File: src/rtl/btb_update_ctrl_if.sv
// btb_update_ctrl_if: execute-side update/flush handshake and BTB write-port bundle.
interface btb_update_ctrl_if #(
    parameter int INDEX_WIDTH  = 6,
    parameter int TARGET_WIDTH = 32
);
    logic                    flushReq;
    logic                    flushBusy;
    logic                    exValid;
    logic                    exReady;
    logic                    exTaken;
    logic [31:0]             exPc;
    logic [TARGET_WIDTH-1:0] exTarget;
    logic                    btbWrEn;
    logic                    btbWrInval;
    logic [INDEX_WIDTH-1:0]  btbWrIndex;
    logic                    btbUpdTaken;
    logic [31:0]             btbUpdPc;
    logic [TARGET_WIDTH-1:0] btbUpdTarget;

    modport master (
        output flushReq, exValid, exTaken, exPc, exTarget,
        input  flushBusy, exReady, btbWrEn, btbWrInval, btbWrIndex, btbUpdTaken, btbUpdPc, btbUpdTarget
    );

    modport slave (
        input  flushReq, exValid, exTaken, exPc, exTarget,
        output flushBusy, exReady, btbWrEn, btbWrInval, btbWrIndex, btbUpdTaken, btbUpdPc, btbUpdTarget
    );
endinterface

File: src/rtl/btb_update_ctrl.sv
// btb_update_ctrl: owns the BTB write port; sweeps invalidations after reset/flush and drains queued branch updates.
module btb_update_ctrl #(
    parameter int BTB_ENTRIES  = 64,
    parameter int INDEX_WIDTH  = $clog2(BTB_ENTRIES),
    parameter int TARGET_WIDTH = 32,
    parameter int QUEUE_DEPTH  = 4
) (
    input logic clk,
    input logic rst,
    btb_update_ctrl_if.slave bus
);
    localparam int PW = $clog2(QUEUE_DEPTH);
    localparam int CW = $clog2(QUEUE_DEPTH + 1);

    typedef enum logic {SWEEP, RUN} state_t;

    state_t                  state_q, state_d;
    logic [INDEX_WIDTH-1:0]  sweep_idx_q, sweep_idx_d;
    logic [PW-1:0]           rd_ptr_q, rd_ptr_d, wr_ptr_q, wr_ptr_d;
    logic [CW-1:0]           count_q, count_d;
    logic                    taken_q  [QUEUE_DEPTH];
    logic [31:0]             pc_q     [QUEUE_DEPTH];
    logic [TARGET_WIDTH-1:0] target_q [QUEUE_DEPTH];
    logic                    sweeping, push, pop;

    always_comb begin
        sweeping    = state_q == SWEEP;
        pop         = !sweeping && count_q != '0;
        bus.exReady = count_q != CW'(QUEUE_DEPTH) && !bus.flushReq;
        push        = bus.exValid && bus.exReady;
        state_d     = sweeping && sweep_idx_q == INDEX_WIDTH'(BTB_ENTRIES - 1) ? RUN : state_q;
        sweep_idx_d = sweeping ? sweep_idx_q + INDEX_WIDTH'(1) : '0;
        rd_ptr_d    = rd_ptr_q + PW'(pop);
        wr_ptr_d    = wr_ptr_q + PW'(push);
        count_d     = count_q + CW'(push) - CW'(pop);
        // A flush discards queued updates; a pop in this cycle has already been written.
        if (bus.flushReq) begin
            state_d     = SWEEP;
            sweep_idx_d = '0;
            rd_ptr_d    = '0;
            wr_ptr_d    = '0;
            count_d     = '0;
        end
        bus.flushBusy    = sweeping;
        bus.btbWrEn      = sweeping || pop;
        bus.btbWrInval   = sweeping;
        bus.btbWrIndex   = sweeping ? sweep_idx_q : pop ? pc_q[rd_ptr_q][INDEX_WIDTH+1:2] : '0;
        bus.btbUpdTaken  = pop && taken_q[rd_ptr_q];
        bus.btbUpdPc     = pop ? pc_q[rd_ptr_q] : '0;
        bus.btbUpdTarget = pop ? target_q[rd_ptr_q] : '0;
    end

    always_ff @(posedge clk) begin
        if (rst) begin
            state_q     <= SWEEP;
            sweep_idx_q <= '0;
            rd_ptr_q    <= '0;
            wr_ptr_q    <= '0;
            count_q     <= '0;
        end else begin
            state_q     <= state_d;
            sweep_idx_q <= sweep_idx_d;
            rd_ptr_q    <= rd_ptr_d;
            wr_ptr_q    <= wr_ptr_d;
            count_q     <= count_d;
        end
    end

    always_ff @(posedge clk) begin
        if (push) begin
            taken_q[wr_ptr_q]  <= bus.exTaken;
            pc_q[wr_ptr_q]     <= bus.exPc;
            target_q[wr_ptr_q] <= bus.exTarget;
        end
    end
endmodule

File: src/flat_wrapper.sv
// flat-port wrapper written by rule: the top's interface ports become plain ports
module btb_update_ctrl_flat 
#(
    parameter int BTB_ENTRIES  = 64,
    parameter int INDEX_WIDTH  = $clog2(BTB_ENTRIES),
    parameter int TARGET_WIDTH = 32,
    parameter int QUEUE_DEPTH  = 4
)
  (clk, rst, bus_flushReq, bus_exValid, bus_exTaken, bus_exPc, bus_exTarget, bus_flushBusy, bus_exReady, bus_btbWrEn, bus_btbWrInval, bus_btbWrIndex, bus_btbUpdTaken, bus_btbUpdPc, bus_btbUpdTarget);
  btb_update_ctrl_if #(.INDEX_WIDTH(INDEX_WIDTH), .TARGET_WIDTH(TARGET_WIDTH)) bus_i ();
  input logic clk;
  input logic rst;
  input wire logic [$bits(bus_i.flushReq)-1:0] bus_flushReq;
  input wire logic [$bits(bus_i.exValid)-1:0] bus_exValid;
  input wire logic [$bits(bus_i.exTaken)-1:0] bus_exTaken;
  input wire logic [$bits(bus_i.exPc)-1:0] bus_exPc;
  input wire logic [$bits(bus_i.exTarget)-1:0] bus_exTarget;
  output wire logic [$bits(bus_i.flushBusy)-1:0] bus_flushBusy;
  output wire logic [$bits(bus_i.exReady)-1:0] bus_exReady;
  output wire logic [$bits(bus_i.btbWrEn)-1:0] bus_btbWrEn;
  output wire logic [$bits(bus_i.btbWrInval)-1:0] bus_btbWrInval;
  output wire logic [$bits(bus_i.btbWrIndex)-1:0] bus_btbWrIndex;
  output wire logic [$bits(bus_i.btbUpdTaken)-1:0] bus_btbUpdTaken;
  output wire logic [$bits(bus_i.btbUpdPc)-1:0] bus_btbUpdPc;
  output wire logic [$bits(bus_i.btbUpdTarget)-1:0] bus_btbUpdTarget;
  assign bus_i.flushReq = bus_flushReq;
  assign bus_i.exValid = bus_exValid;
  assign bus_i.exTaken = bus_exTaken;
  assign bus_i.exPc = bus_exPc;
  assign bus_i.exTarget = bus_exTarget;
  assign bus_flushBusy = bus_i.flushBusy;
  assign bus_exReady = bus_i.exReady;
  assign bus_btbWrEn = bus_i.btbWrEn;
  assign bus_btbWrInval = bus_i.btbWrInval;
  assign bus_btbWrIndex = bus_i.btbWrIndex;
  assign bus_btbUpdTaken = bus_i.btbUpdTaken;
  assign bus_btbUpdPc = bus_i.btbUpdPc;
  assign bus_btbUpdTarget = bus_i.btbUpdTarget;
  btb_update_ctrl #(.BTB_ENTRIES(BTB_ENTRIES), .INDEX_WIDTH(INDEX_WIDTH), .TARGET_WIDTH(TARGET_WIDTH), .QUEUE_DEPTH(QUEUE_DEPTH)) u_core (.clk(clk), .rst(rst), .bus(bus_i));
endmodule
File: config.mk
export PLATFORM = sky130hd
export DESIGN_NAME = btb_update_ctrl_flat
export DESIGN_NICKNAME = d
export VERILOG_FILES = /design/src/rtl/btb_update_ctrl_if.sv /design/src/rtl/btb_update_ctrl.sv /design/src/flat_wrapper.sv
export SDC_FILE = /design/constraint.sdc
export NUM_CORES = 1
export LEC_CHECK = 0
export ABC_CLOCK_PERIOD_IN_PS = 8000
export BUFFER_PORTS_ARGS = -buffer_cell sky130_fd_sc_hd__buf_2
export CAP_MARGIN = 20
export CORE_MARGIN = 1
export CORE_UTILIZATION = 40
export CTS_CLUSTER_SIZE = 12
export DETAILED_ROUTE_END_ITERATION = 12
export GPL_ROUTABILITY_DRIVEN = 0
export GPL_TIMING_DRIVEN = 0
export REMOVE_ABC_BUFFERS = 1
export SETUP_SLACK_MARGIN = 0.4
export SLEW_MARGIN = 20
export SYNTH_ARGS = -nofsm -noshare
export SYNTH_HDL_FRONTEND = slang
export SYNTH_SLANG_ARGS = --single-unit
File: constraint.sdc
create_clock -name clk -period 8 [get_ports clk]
set_clock_uncertainty 0.1 [all_clocks]
set_input_delay 1.6 -clock clk [delete_from_list [all_inputs] [get_ports clk]]
set_output_delay 1.6 -clock clk [all_outputs]
set_load 0.005 [all_outputs]
-- Word level (Yosys, flattened, before mapping)
Memories as Yosys holds them, arrays and structs flattened. A register that Yosys moved wholly into a read port is not among the register bits.
Index checks and enable logic that the tools add are counted.
- flip-flop bits (word level): 14
- bits in writable memories: 260
- output and inout port bits: 75
- memories: 3
- memory list (memory ; words ; width ; rd ports ; clocked after memory_dff ; write ports ; line ; source):
    u_core.pc_q ; 4 ; 32 ; 1 ; 1 ; 1 ; btb_update_ctrl.sv:22 ; logic [31:0] pc_q [QUEUE_DEPTH];
    u_core.target_q ; 4 ; 32 ; 1 ; 1 ; 1 ; btb_update_ctrl.sv:23 ; logic [TARGET_WIDTH-1:0] target_q [QUEUE_DEPTH];
    u_core.taken_q ; 4 ; 1 ; 1 ; 1 ; 1 ; btb_update_ctrl.sv:21 ; logic taken_q [QUEUE_DEPTH];
- add/sub/neg operators: 5
- equality and inequality tests: 2
- muxes and demuxes: 9
- bitwise operators: 1
- reduce and logical (&&, ||, !) cells: 10
- operators with widths (cell ; count):
    $mux 32 ; 2
    $mux 6 ; 2
    $add 6x1->6 const B ; 1
    $eq 6x6->1 const B ; 1
    $mux 2 ; 3
    $logic_and 1x1->1 ; 5
    $add 2x1->2 ; 2
    $add 3x1->3 ; 1
    $ne 3x3->1 const B ; 1
    $reduce_bool 3->1 ; 1
    $reduce_or 3->1 ; 1
    $sub 3x1->3 ; 1
    $mux 1 ; 2
    $reduce_or 2->1 ; 1
    $logic_not 1->1 ; 1
    $logic_or 1x1->1 ; 1
    $not 1->1 ; 1

-- Depth between registers and ports, before layout
Gate-level depths: netlist of the first run.
- depth after elaboration: 5
- gate-level depth with buffers: 9
- depth with buffers taken out: 8

-- Worst setup path after synthesis of the first run
OpenSTA, ideal clock, no wires.
- path kind: input port to flip-flop
- start point: in bus_exValid
- end point: mem u_core.pc_q[1][0], enable pin
- data arrival time: 6.707 ns
- data required time: 7.318 ns
- slack: 0.612 ns
- stages: 3
- cells stage by stage: inv_1 > a211o_1 > nor3b_1
- longest elaborated chain between the ends: 3
- ends and longest elaborated chain (element ; line ; source):
    from (decl) ; flat_wrapper.sv:14 ; input wire logic [$bits(bus_i.exValid)-1:0] bus_exValid;
    $logic_and 1x1->1 ; btb_update_ctrl.sv:30 ; push = bus.exValid && bus.exReady;
    $mux 1 ; btb_update_ctrl.sv:70 ; if (push) begin
    $mux 1 (implied by the code) ; btb_update_ctrl.sv:72 ; pc_q[wr_ptr_q] <= bus.exPc;
    to (decl) ; btb_update_ctrl.sv:22 ;
Every way passes these cells.

==> flow_summary.toml, run 1 <==
[cts]
cts_max_path_buffers = 3
cts_root_buf = "clkbuf_16"
cts_resized = 0
clock_latency_ns = 0.53
htree_levels = 1
clock_sinks = 274
cts_tree = "built"
cts_setup_buffers = 0
cts_hold_buf = 0
numCtsBuffers = 29
clk_pin_slew_worst_paths_ns = 0.06

[worst_hold_path]
hold_depth = 1
min_path_type = "reg2reg"
min_to = "u_core.sweep_idx_q[0]$_SDFF_PP0_"
hp-start = "u_core.sweep_idx_q[0]$_SDFF_PP0_"

[grt]
grt_pass1_wl_mm = 30.95
antenna_found_initial = 2
overflow = 0
grt_pass1_vias = 5585
met1_usage_pct = 19.30
top_usage_layer = "met2"
grtUsageMet2_pct = 25.70
grt_max_degree = 36
grt.total_usage_pct = 15.14
use_met3_pct = 3.838

[floorplan]
core_area_mm2 = 0.02547
placementRows = 58
die_w_um = 164.2
initial_core_util_pct = 41.31
die_area_mm2 = 0.02696
io_pins = 144
die-height_um = 164.2

[route]
remaining_drc_errors = 0
vias = 5125
drt_first_pass_iters = 4
post_drt_via_cell_ratio = 5.044
wl_mm = 19.69
final_antenna_net_count = 0
drt_iter0_markers = 280
avgRoutedWirePerCell_um = 19.38

[critical_path]
path_max_fanout = 29
crit_required_ns = 6.30
crit_type = "reg2out"
cp-start-kind = "register"
r2r.worst_path.cells = 8
reg2reg_from = "u_core.count_q[1]$_SDFF_PP0_"
regToRegEndpoint = "u_core.pc_q[2][12]$_DFFE_PP_"
worst_ep_arrival_time_ns = 2.58
regToRegSetupSlack_ns = 5.36
end_kind = "output port"
crit_start = "u_core.rd_ptr_q[0]$_SDFF_PP0_"

[flow_run]
drv_cap = 0

[cells_and_area]
drive_gt1_share_pct = 42.25
synthToLayoutAreaGrowth_pct = 21.31
final_cells = 1016
stdcell_area_mm2 = 0.01276
nNetsFinal = 745

[timing]
min_period_ns = 4.282
slew_headroom_pct = 63.64
hold_violations = 0
maxSlewViolCount = 0
setup_viol = 0
fmax_mhz = 233.5
rsz0062_at_grt = "false"
fin_crit_sh_pct = 53.53
worstMarginPinSlew_ns = 0.5454

[placed_design]
dpl.cell_count = 969
port_buffers = 143
dp_hpwl_mm = 13.09
placed_cell_area_mm2 = 0.01192

[synthesis]
syn_area_per_cell_um2 = 21.70
ys_seq_elements = 274
synth_area_mm2 = 0.01052
synthCells = 485
ys_seq_area_share_pct = 76.86
ys_types = 29
synth-edff-count = 260
ys.flop_type = "edfxtp_1"
yosysWarnings = 0
async_flop_share_pct = 0

[outcome]
outcome = "finished clean"

[power]
peakVddDrop_mv = 0.1854
p_per_area_mw_per_mm2 = 224.0
p_leak_nw = 4.512
==> Yosys cell counts (3+ instances only) <==
cell type,number,area (µm²)
edfxtp_1,260,7807
and2_1,66,412.9
mux4_2,65,1464
dfxtp_1,14,280.3
clkbuf_1,8,30.03
xnor2_1,7,61.31
a21o_1,6,45.04
and2_4,6,52.55
buf_2,6,30.03
buf_6,6,67.56
inv_1,6,22.52
ha_1,5,62.56
nor2_1,5,18.77
nor3_1,5,25.02
nand2_1,3,11.26
==> layout make-up <==
| cell class | instances | area, µm² |
|---|---|---|
| Fill cell | 2085 | 12710 |
| Sequential cell | 274 | 8095 |
| Multi-Input combinational cell | 182 | 2280 |
| Timing Repair Buffer | 176 | 1106 |
| Clock buffer | 33 | 740.7 |
| Tap cell | 330 | 412.9 |
| Clock inverter | 12 | 98.84 |
| Inverter | 7 | 26.28 |
| Antenna cell | 2 | 5.005 |
==> worst max path at each step <==
stage / end / slack [ns] / cells past startpoint
floorplan: u_core.pc_q[1][0]$_DFFE_PP_ / 0.61 / 3
global placement: u_core.target_q[1][30]$_DFFE_PP_ / -3.52 / 3
detailed placement: u_core.pc_q[2][13]$_DFFE_PP_ / 4.11 / 8
CTS: bus_btbWrIndex[4] / 3.61 / 6
global route: bus_btbWrIndex[4] / 3.53 / 6
finish: bus_btbWrIndex[4] / 3.72 / 6
==> through the flow <==
step           util (%)  setup slack [ns]  hold slack (ns)  setup TNS (ns)  power [mW]
3_5_place_dp      46.80             4.107           0.3548               0       1.695
2_1_floorplan         -            0.6117           0.3298               0       1.654
6_report          50.11             3.718           0.3724               0       2.859
3_3_place_gp      45.15            -3.522           0.3522         -642.78       1.689
4_1_cts           50.09             3.615           0.3712               0       2.892
5_1_grt           50.09             3.534           0.3993               0       2.946
==> layer usage <==
metal / wire length (µm) / share of wire [%]
met5: 10 / 0.051
met4: 376 / 1.9
met3: 1201 / 6.1
met2: 9828 / 50
met1: 8269 / 42
==> worst max-delay path, stage by stage (launching register included) <==
cell and delay, ns:
dfxtp_4 0.49, buf_16 0.27, buf_16 0.28, mux4_2 0.56
and2_4 0.18, a21o_1 0.14, buf_2 0.12
==> report_power, final <==
| part | internal [mW] | switching [mW] | total (mW) |
|---|---|---|---|
| registers | 1.59 | 0.00521 | 1.60 |
| clock network | 0.688 | 0.506 | 1.19 |
| logic | 0.0328 | 0.0354 | 0.0682 |
==> registers in the layout (all words and copies together) (netlist names) <==
name                count
u_core.state_q          1
u_core.wr_ptr_q         2
u_core.sweep_idx_q      6
u_core.taken_q          4
u_core.count_q          3
u_core.rd_ptr_q         2
u_core.pc_q           128
u_core.target_q       128
==> placed cells by master, fill, tap and decap left out, types with 7 or more instances in the layout <==
master and count:
edfxtp_1 260, buf_2 143, and2_1 66, mux4_2 65
clkbuf_16 29, buf_6 14, buf_4 13, dfxtp_1 12
clkinv_1 7, xnor2_1 7
==> kinds of logic (layout without fill, tap and decap cells) <==
logic type | after synthesis | after routing | share of synthesized area (%)
AO/OA/AOI/OAI | 12 | 12 | 0.8085
XOR/XNOR | 7 | 7 | 0.5827
adder cells (fa/ha/maj) | 6 | 6 | 0.7848
buffers and inverters | 29 | 228 | 1.676
multiplexers | 65 | 65 | 13.91
flip-flops | 274 | 274 | 76.86
AND/OR/NAND/NOR | 92 | 92 | 5.375
other | 0 | 2 | 0
Note: power is estimated with default switching activity, not from simulation.
==> inputs of run 2 (changes only) <==
ABC_AREA = 1   (was default)
ABC_CLOCK_PERIOD_IN_PS = 4100   (was 8000)
clock period = 4.1 ns   (was 8 ns; I/O delays follow)
==> run 2 against run 1 <==
Net effect: total power is 95% higher; cell area is 5.6% higher; non-clock buffer count is 11 higher; synthesized cell count is 110% higher; cell count is 56% higher; synthesized area is 6.6% higher; sequential cell count stayed put; sequential power is 94% higher; largest power group unchanged; highest routed layer unchanged.
==> flow_summary.toml, run 2 <==
[outcome]
outcome = "finished clean"

[floorplan]
die_area_mm2 = 0.02871
die_w_um = 169.4
die-height_um = 169.4
io_pins = 144
initial_core_util_pct = 41.15
placementRows = 60
core_area_mm2 = 0.02725

[critical_path]
regToRegEndpoint = "u_core.pc_q[1][21]$_DFFE_PP_"
regToRegSetupSlack_ns = 1.38
reg2reg_from = "u_core.count_q[1]$_SDFF_PP0_"
r2r.worst_path.cells = 8
cp-start-kind = "register"
crit_required_ns = 3.18
end_kind = "output port"
crit_type = "reg2out"
worst_ep_arrival_time_ns = 2.56
path_max_fanout = 74

[cts]
cts_tree = "built"
clk_pin_slew_worst_paths_ns = 0.06
clock_latency_ns = 0.52
cts_setup_buffers = 0
numCtsBuffers = 29
cts_hold_buf = 0
cts_max_path_buffers = 3
cts_root_buf = "clkbuf_16"
cts_resized = 0
htree_levels = 1
clock_sinks = 274

[cells_and_area]
drive_gt1_share_pct = 20.03
synthToLayoutAreaGrowth_pct = 20.16
mostFrequentLayoutCells = "527 x nand2_1, 260 x edfxtp_1, 143 x buf_2, 54 x a21oi_1, 51 x inv_1"
final_common_cell = "nand2_1"
nNetsFinal = 1264
top_regs = "u_core.pc_q x128, u_core.target_q x128, u_core.sweep_idx_q x6"

[synthesis]
synthMuxAreaShare_pct = 0
synthAdderAreaFrac_pct = 0.7364
async_flop_share_pct = 0
ys_types = 22
synth_xor_xnor_area_share_pct = 0.3124
synth_common_cells = "527 x nand2_1, 260 x edfxtp_1, 54 x a21oi_1, 52 x inv_1, 20 x buf_2"
synth_compound_area_share_pct = 3.492
yosysMostFrequentCell = "nand2_1"
ys_seq_area_share_pct = 72.12
synth.area.top_cells = "edfxtp_1 70%, nand2_1 18%, dfxtp_1 2.5%"
ys.flop_type = "edfxtp_1"
synth_area_mm2 = 0.01121
synth-edff-count = 260
synth_top_family_by_area = "simple AND/OR/NAND/NOR gates"
ys_seq_elements = 274
yosysTopAreaCell = "edfxtp_1"
synthCells = 1021
syn_area_per_cell_um2 = 10.98
yosysWarnings = 0
synth_top_area_share_pct = 69.62
synthSimpleGateAreaFrac_pct = 19.10

[route]
final_antenna_net_count = 0
wl_mm = 24.08
drt_iter0_markers = 359
post_drt_via_cell_ratio = 4.610
drt_first_pass_iters = 5
vias = 7288
remaining_drc_errors = 0
avgRoutedWirePerCell_um = 15.23

[grt]
grt.total_usage_pct = 16.95
grt_pass1_vias = 6992
grt_pass1_wl_mm = 37.49
grt_max_degree = 75
overflow = 0
antenna_found_initial = 3

[power]
total_power_mw = 5.569
p_leak_nw = 5.681
p_sw_mw = 1.068
p_sw_share_pct = 19.17
peakVddDrop_mv = 0.3158
p_per_area_mw_per_mm2 = 413.3
p_seq_share_pct = 55.9
clock_power_share_pct = 41.6
p_int_mw = 4.501
comb_power_share_pct = 2.5

[timing]
setup-tns-final_ns = 0
min_period_ns = 3.482
maxSlewViolCount = 0
fmax_mhz = 287.2
rsz0062_at_grt = "false"
hold_violations = 0
worstMarginPinSlew_ns = 0.7619
slew_headroom_pct = 48.93
timing.hold.ws_ns = 0.3750
setup_viol = 0
fin_crit_sh_pct = 84.92

[placed_design]
dp_hpwl_mm = 15.24
port_buffers = 143

[flow_run]
drv_cap = 0

[worst_hold_path]
min_path_type = "reg2reg"
hold_depth = 1
hp-start = "u_core.sweep_idx_q[0]$_SDFF_PP0_"
min_to = "u_core.sweep_idx_q[0]$_SDFF_PP0_"
## run 2: changes by cell type in the layout (fill, tap and decap cells not counted), moves of 9 or more
| cell | previous run | this run |
|---|---|---|
| mux4_2 | 65 | 0 |
| buf_4 | 13 | 31 |
| nand3_1 | 2 | 17 |
| nor2_1 | 5 | 14 |
| nand2_1 | 3 | 527 |
| inv_1 | 6 | 51 |
| a21oi_1 | 2 | 54 |
| a21oi_2 | 0 | 10 |
| and2_1 | 66 | 0 |
## run 2: power groups by stage
| stage | registers (mW) | logic [mW] | clock network (mW) |
|---|---|---|---|
| global route | 3.11 | 0.159 | 2.48 |
| detailed placement | 3.17 | 0.140 | 0 |
| global placement | 3.18 | 0.121 | 0 |
| CTS | 3.11 | 0.141 | 2.38 |
| finish | 3.11 | 0.138 | 2.32 |
| floorplan | 3.18 | 0.0528 | 0 |
## run 2: how the worst max path moves through the flow
stage / end / cells past startpoint / from / slack (ns)
3_5_place_dp: u_core.pc_q[1][21]$_DFFE_PP_ / 8 / bus_flushReq / 0.89
3_3_place_gp: u_core.pc_q[3][21]$_DFFE_PP_ / 4 / bus_flushReq / -6.45
4_1_cts: bus_btbUpdPc[17] / 8 / u_core.rd_ptr_q[0]$_SDFF_PP0_ / 0.48
5_1_grt: bus_btbUpdTarget[1] / 8 / u_core.rd_ptr_q[0]$_SDFF_PP0_ / 0.41
6_report: bus_btbUpdTarget[1] / 8 / u_core.rd_ptr_q[0]$_SDFF_PP0_ / 0.62
2_1_floorplan: u_core.pc_q[0][0]$_DFFE_PP_ / 3 / bus_flushReq / -2.02
## run 2: final cells by class
class / instances / area (µm²)
fillers: 2466 / 13780
flip-flops and latches: 274 / 8095
inverters: 56 / 227.7
multi-input cells: 641 / 2671
clock buffers: 37 / 755.7
repair buffers: 187 / 1177
diodes: 1 / 2.502
well taps: 372 / 465.4
clock inverters: 13 / 80.08
## run 2: metrics by stage
stage / util, % / area (µm²) / instances / setup WS (ns)
after global routing: 49.45 / 13480 / 1581 / 0.4082
after floorplan: - / 10950 / 971 / -2.015
after global placement: 44.51 / 12130 / 1486 / -6.451
final: 49.45 / 13480 / 1581 / 0.6184
after detailed placement: 46.35 / 12630 / 1530 / 0.8857
after CTS: 49.41 / 13470 / 1580 / 0.4759
## run 2: routing by layer
metal / share of wire, % / vias up / GRT usage, %
li1: - / 3686 / -
met1: 41 / 3408 / 20.23
met2: 51 / 154 / 30.81
met3: 6.0 / 36 / 3.918
met4: 2.1 / 4 / 4.074
met5: 0.096 / - / 0
## run 2: worst max-delay path: stages (launching register included)
cell	delay, ns
dfxtp_4	0.64
buf_12	0.30
clkinv_8	0.26
buf_16	0.30
nand2_1	0.11
nand2_1	0.05
nand2_1	0.05
a21oi_1	0.09
buf_2	0.15
## run 2: logic make-up after synthesis
logic type / count (synthesis)
buffers and inverters: 106
XOR/XNOR: 4
adder cells (fa/ha/maj): 6
AO/OA/AOI/OAI: 68
AND/OR/NAND/NOR: 563
flip-flops: 274
==> inputs of run 3 (changes only) <==
ABC_CLOCK_PERIOD_IN_PS = 3100   (was 4100)
clock period = 3.1 ns   (was 4.1 ns; I/O delays follow)
==> run 3 against run 2 <==
Net effect: via count rose by 2.8%; sequential share of layout area fell by 1.6 points; wire length rose by 9.4%; sequential power rose by 32%; non-clock buffer count rose by 16; clock-buffer cell count did not move; largest power group unchanged.
==> flow_summary.toml, run 3 (synthesized netlist as in run 2, its figures left out) <==
[floorplan]
die_w_um = 169.4
die-height_um = 169.4
initial_core_util_pct = 41.15
placementRows = 60
core_area_mm2 = 0.02725
die_area_mm2 = 0.02871
io_pins = 144

[route]
vias = 7492
wl_mm = 26.33
post_drt_via_cell_ratio = 4.685
avgRoutedWirePerCell_um = 16.47
drt_iter0_markers = 422
final_antenna_net_count = 0
drt_first_pass_iters = 5
remaining_drc_errors = 0

[timing]
hold_violations = 0
fmax_mhz = 376.6
setup_viol = 0
maxSlewViolCount = 0
fin_crit_sh_pct = 85.66
rsz0062_at_grt = "true"
min_period_ns = 2.655
slew_headroom_pct = 67.84
setup-tns-final_ns = 0
worstMarginPinSlew_ns = 0.4809

[flow_run]
drv_cap = 0

[cts]
numCtsBuffers = 29
cts_tree = "built"
clk_pin_slew_worst_paths_ns = 0.06
clock_latency_ns = 0.52
htree_levels = 1
cts_hold_buf = 0
cts_max_path_buffers = 3
clock_sinks = 274
cts_root_buf = "clkbuf_16"

[grt]
grt_max_degree = 55
antenna_found_initial = 3
overflow = 0
grt_pass1_wl_mm = 39.50
grt.total_usage_pct = 18.12
grt_pass1_vias = 7145

[critical_path]
end_kind = "output port"
crit_family = "buffers and inverters"
crit_type = "reg2out"
cp_cell_sequence = "buf_16, inv_16, buf_12, nand2_1, nand2_1, nand2_1, a21oi_1, buf_2"
cp.depth = 8
r2r.worst_path.cells = 8
path_buf_inv = 4
worst_ep_arrival_time_ns = 1.94
cpMaxStageDelayCell = "dfxtp_4"
max_stage_delay_ns = 0.37
crit_required_ns = 2.38
cp-start-kind = "register"
path_max_fanout = 25
critPathMostFrequentCell = "nand2_1"

[placed_design]
dp_hpwl_mm = 15.24
port_buffers = 143

[power]
p_per_area_mw_per_mm2 = 533.1
peakVddDrop_mv = 0.4176
p_leak_nw = 5.860
total_power_mw = 7.382

[cells_and_area]
fillCellCount = 2421
drive_gt1_share_pct = 21.78
mostFrequentLayoutCells = "527 x nand2_1, 260 x edfxtp_1, 143 x buf_2, 51 x inv_1, 49 x a21oi_1"
final_common_cell = "nand2_1"
nNetsFinal = 1282
top_regs = "u_core.pc_q x128, u_core.target_q x128, u_core.sweep_idx_q x6"
synthToLayoutAreaGrowth_pct = 23.47

[worst_hold_path]
hold_depth = 1
min_path_type = "in2reg"

[outcome]
outcome = "finished clean"
-- run 3: cell types whose count changed in the layout (fill, tap and decap cells not counted), moves of 3 or more --
cell	delta
a21oi_1	-5
a21oi_2	+5
buf_16	+3
buf_4	+5
clkbuf_16	+3
-- run 3: layer usage --
metal,part of all wire (%),track usage (%),vias to the layer above
met5,0.087,0,-
met4,2.0,4.309,4
met3,5.4,3.988,39
met2,51,32.81,159
met1,42,21.89,3560
li1,-,-,3730
-- run 3: final timing paths --
kind	slack, ns	to	from
setup / recovery	0.44	bus_btbUpdTarget[12]	u_core.rd_ptr_q[0]$_SDFF_PP0_
hold reg to reg	0.38	u_core.sweep_idx_q[0]$_SDFF_PP0_	u_core.sweep_idx_q[0]$_SDFF_PP0_
setup reg to reg	0.59	u_core.pc_q[1][21]$_DFFE_PP_	u_core.count_q[1]$_SDFF_PP0_
hold / removal	0.20	u_core.target_q[0][23]$_DFFE_PP_	bus_exTarget[23]
-- run 3: where the power goes --
part | leakage [nW] | internal [mW] | total, mW | switching, mW
combinational | 2.98 | 0.0713 | 0.186 | 0.115
sequential | 2.48 | 4.11 | 4.12 | 0.0128
clock | 0.401 | 1.78 | 3.08 | 1.30
-- run 3: repair_timing --
item | CTS | global route
pin swaps | 1 | 1
cloned | 6 | 3
gates resized for setup | 11 | 11
setup buffers | 6 | 3
endpoints found under the setup margin | 78 | 65
-- run 3: stage by stage --
| stage | setup slack (ns) | utilization [%] | instance area [µm²] | hold slack (ns) | cells |
|---|---|---|---|---|---|
| 4_1_cts | 0.3678 | 50.32 | 13710 | 0.1717 | 1592 |
| 2_1_floorplan | -2.815 | - | 10950 | 0.3409 | 971 |
| 3_3_place_gp | -7.251 | 44.51 | 12130 | 0.3641 | 1486 |
| 5_1_grt | 0.3633 | 50.81 | 13850 | 0.1775 | 1599 |
| 6_report | 0.4446 | 50.81 | 13850 | 0.2005 | 1599 |
| 3_5_place_dp | 0.08569 | 46.35 | 12630 | 0.3690 | 1530 |
-- run 3: layout make-up --
cell class	instances	area, µm²	share of cell area, %
Timing Repair inverter	2	17.52	0.1265
Clock buffer	37	755.7	5.458
Clock inverter	13	80.08	0.5783
Antenna cell	1	2.502	0.01807
Tap cell	372	465.4	3.361
Sequential cell	274	8098	58.48
Inverter	56	246.5	1.780
Multi-Input combinational cell	641	2703	19.52
Timing Repair Buffer	203	1479	10.68
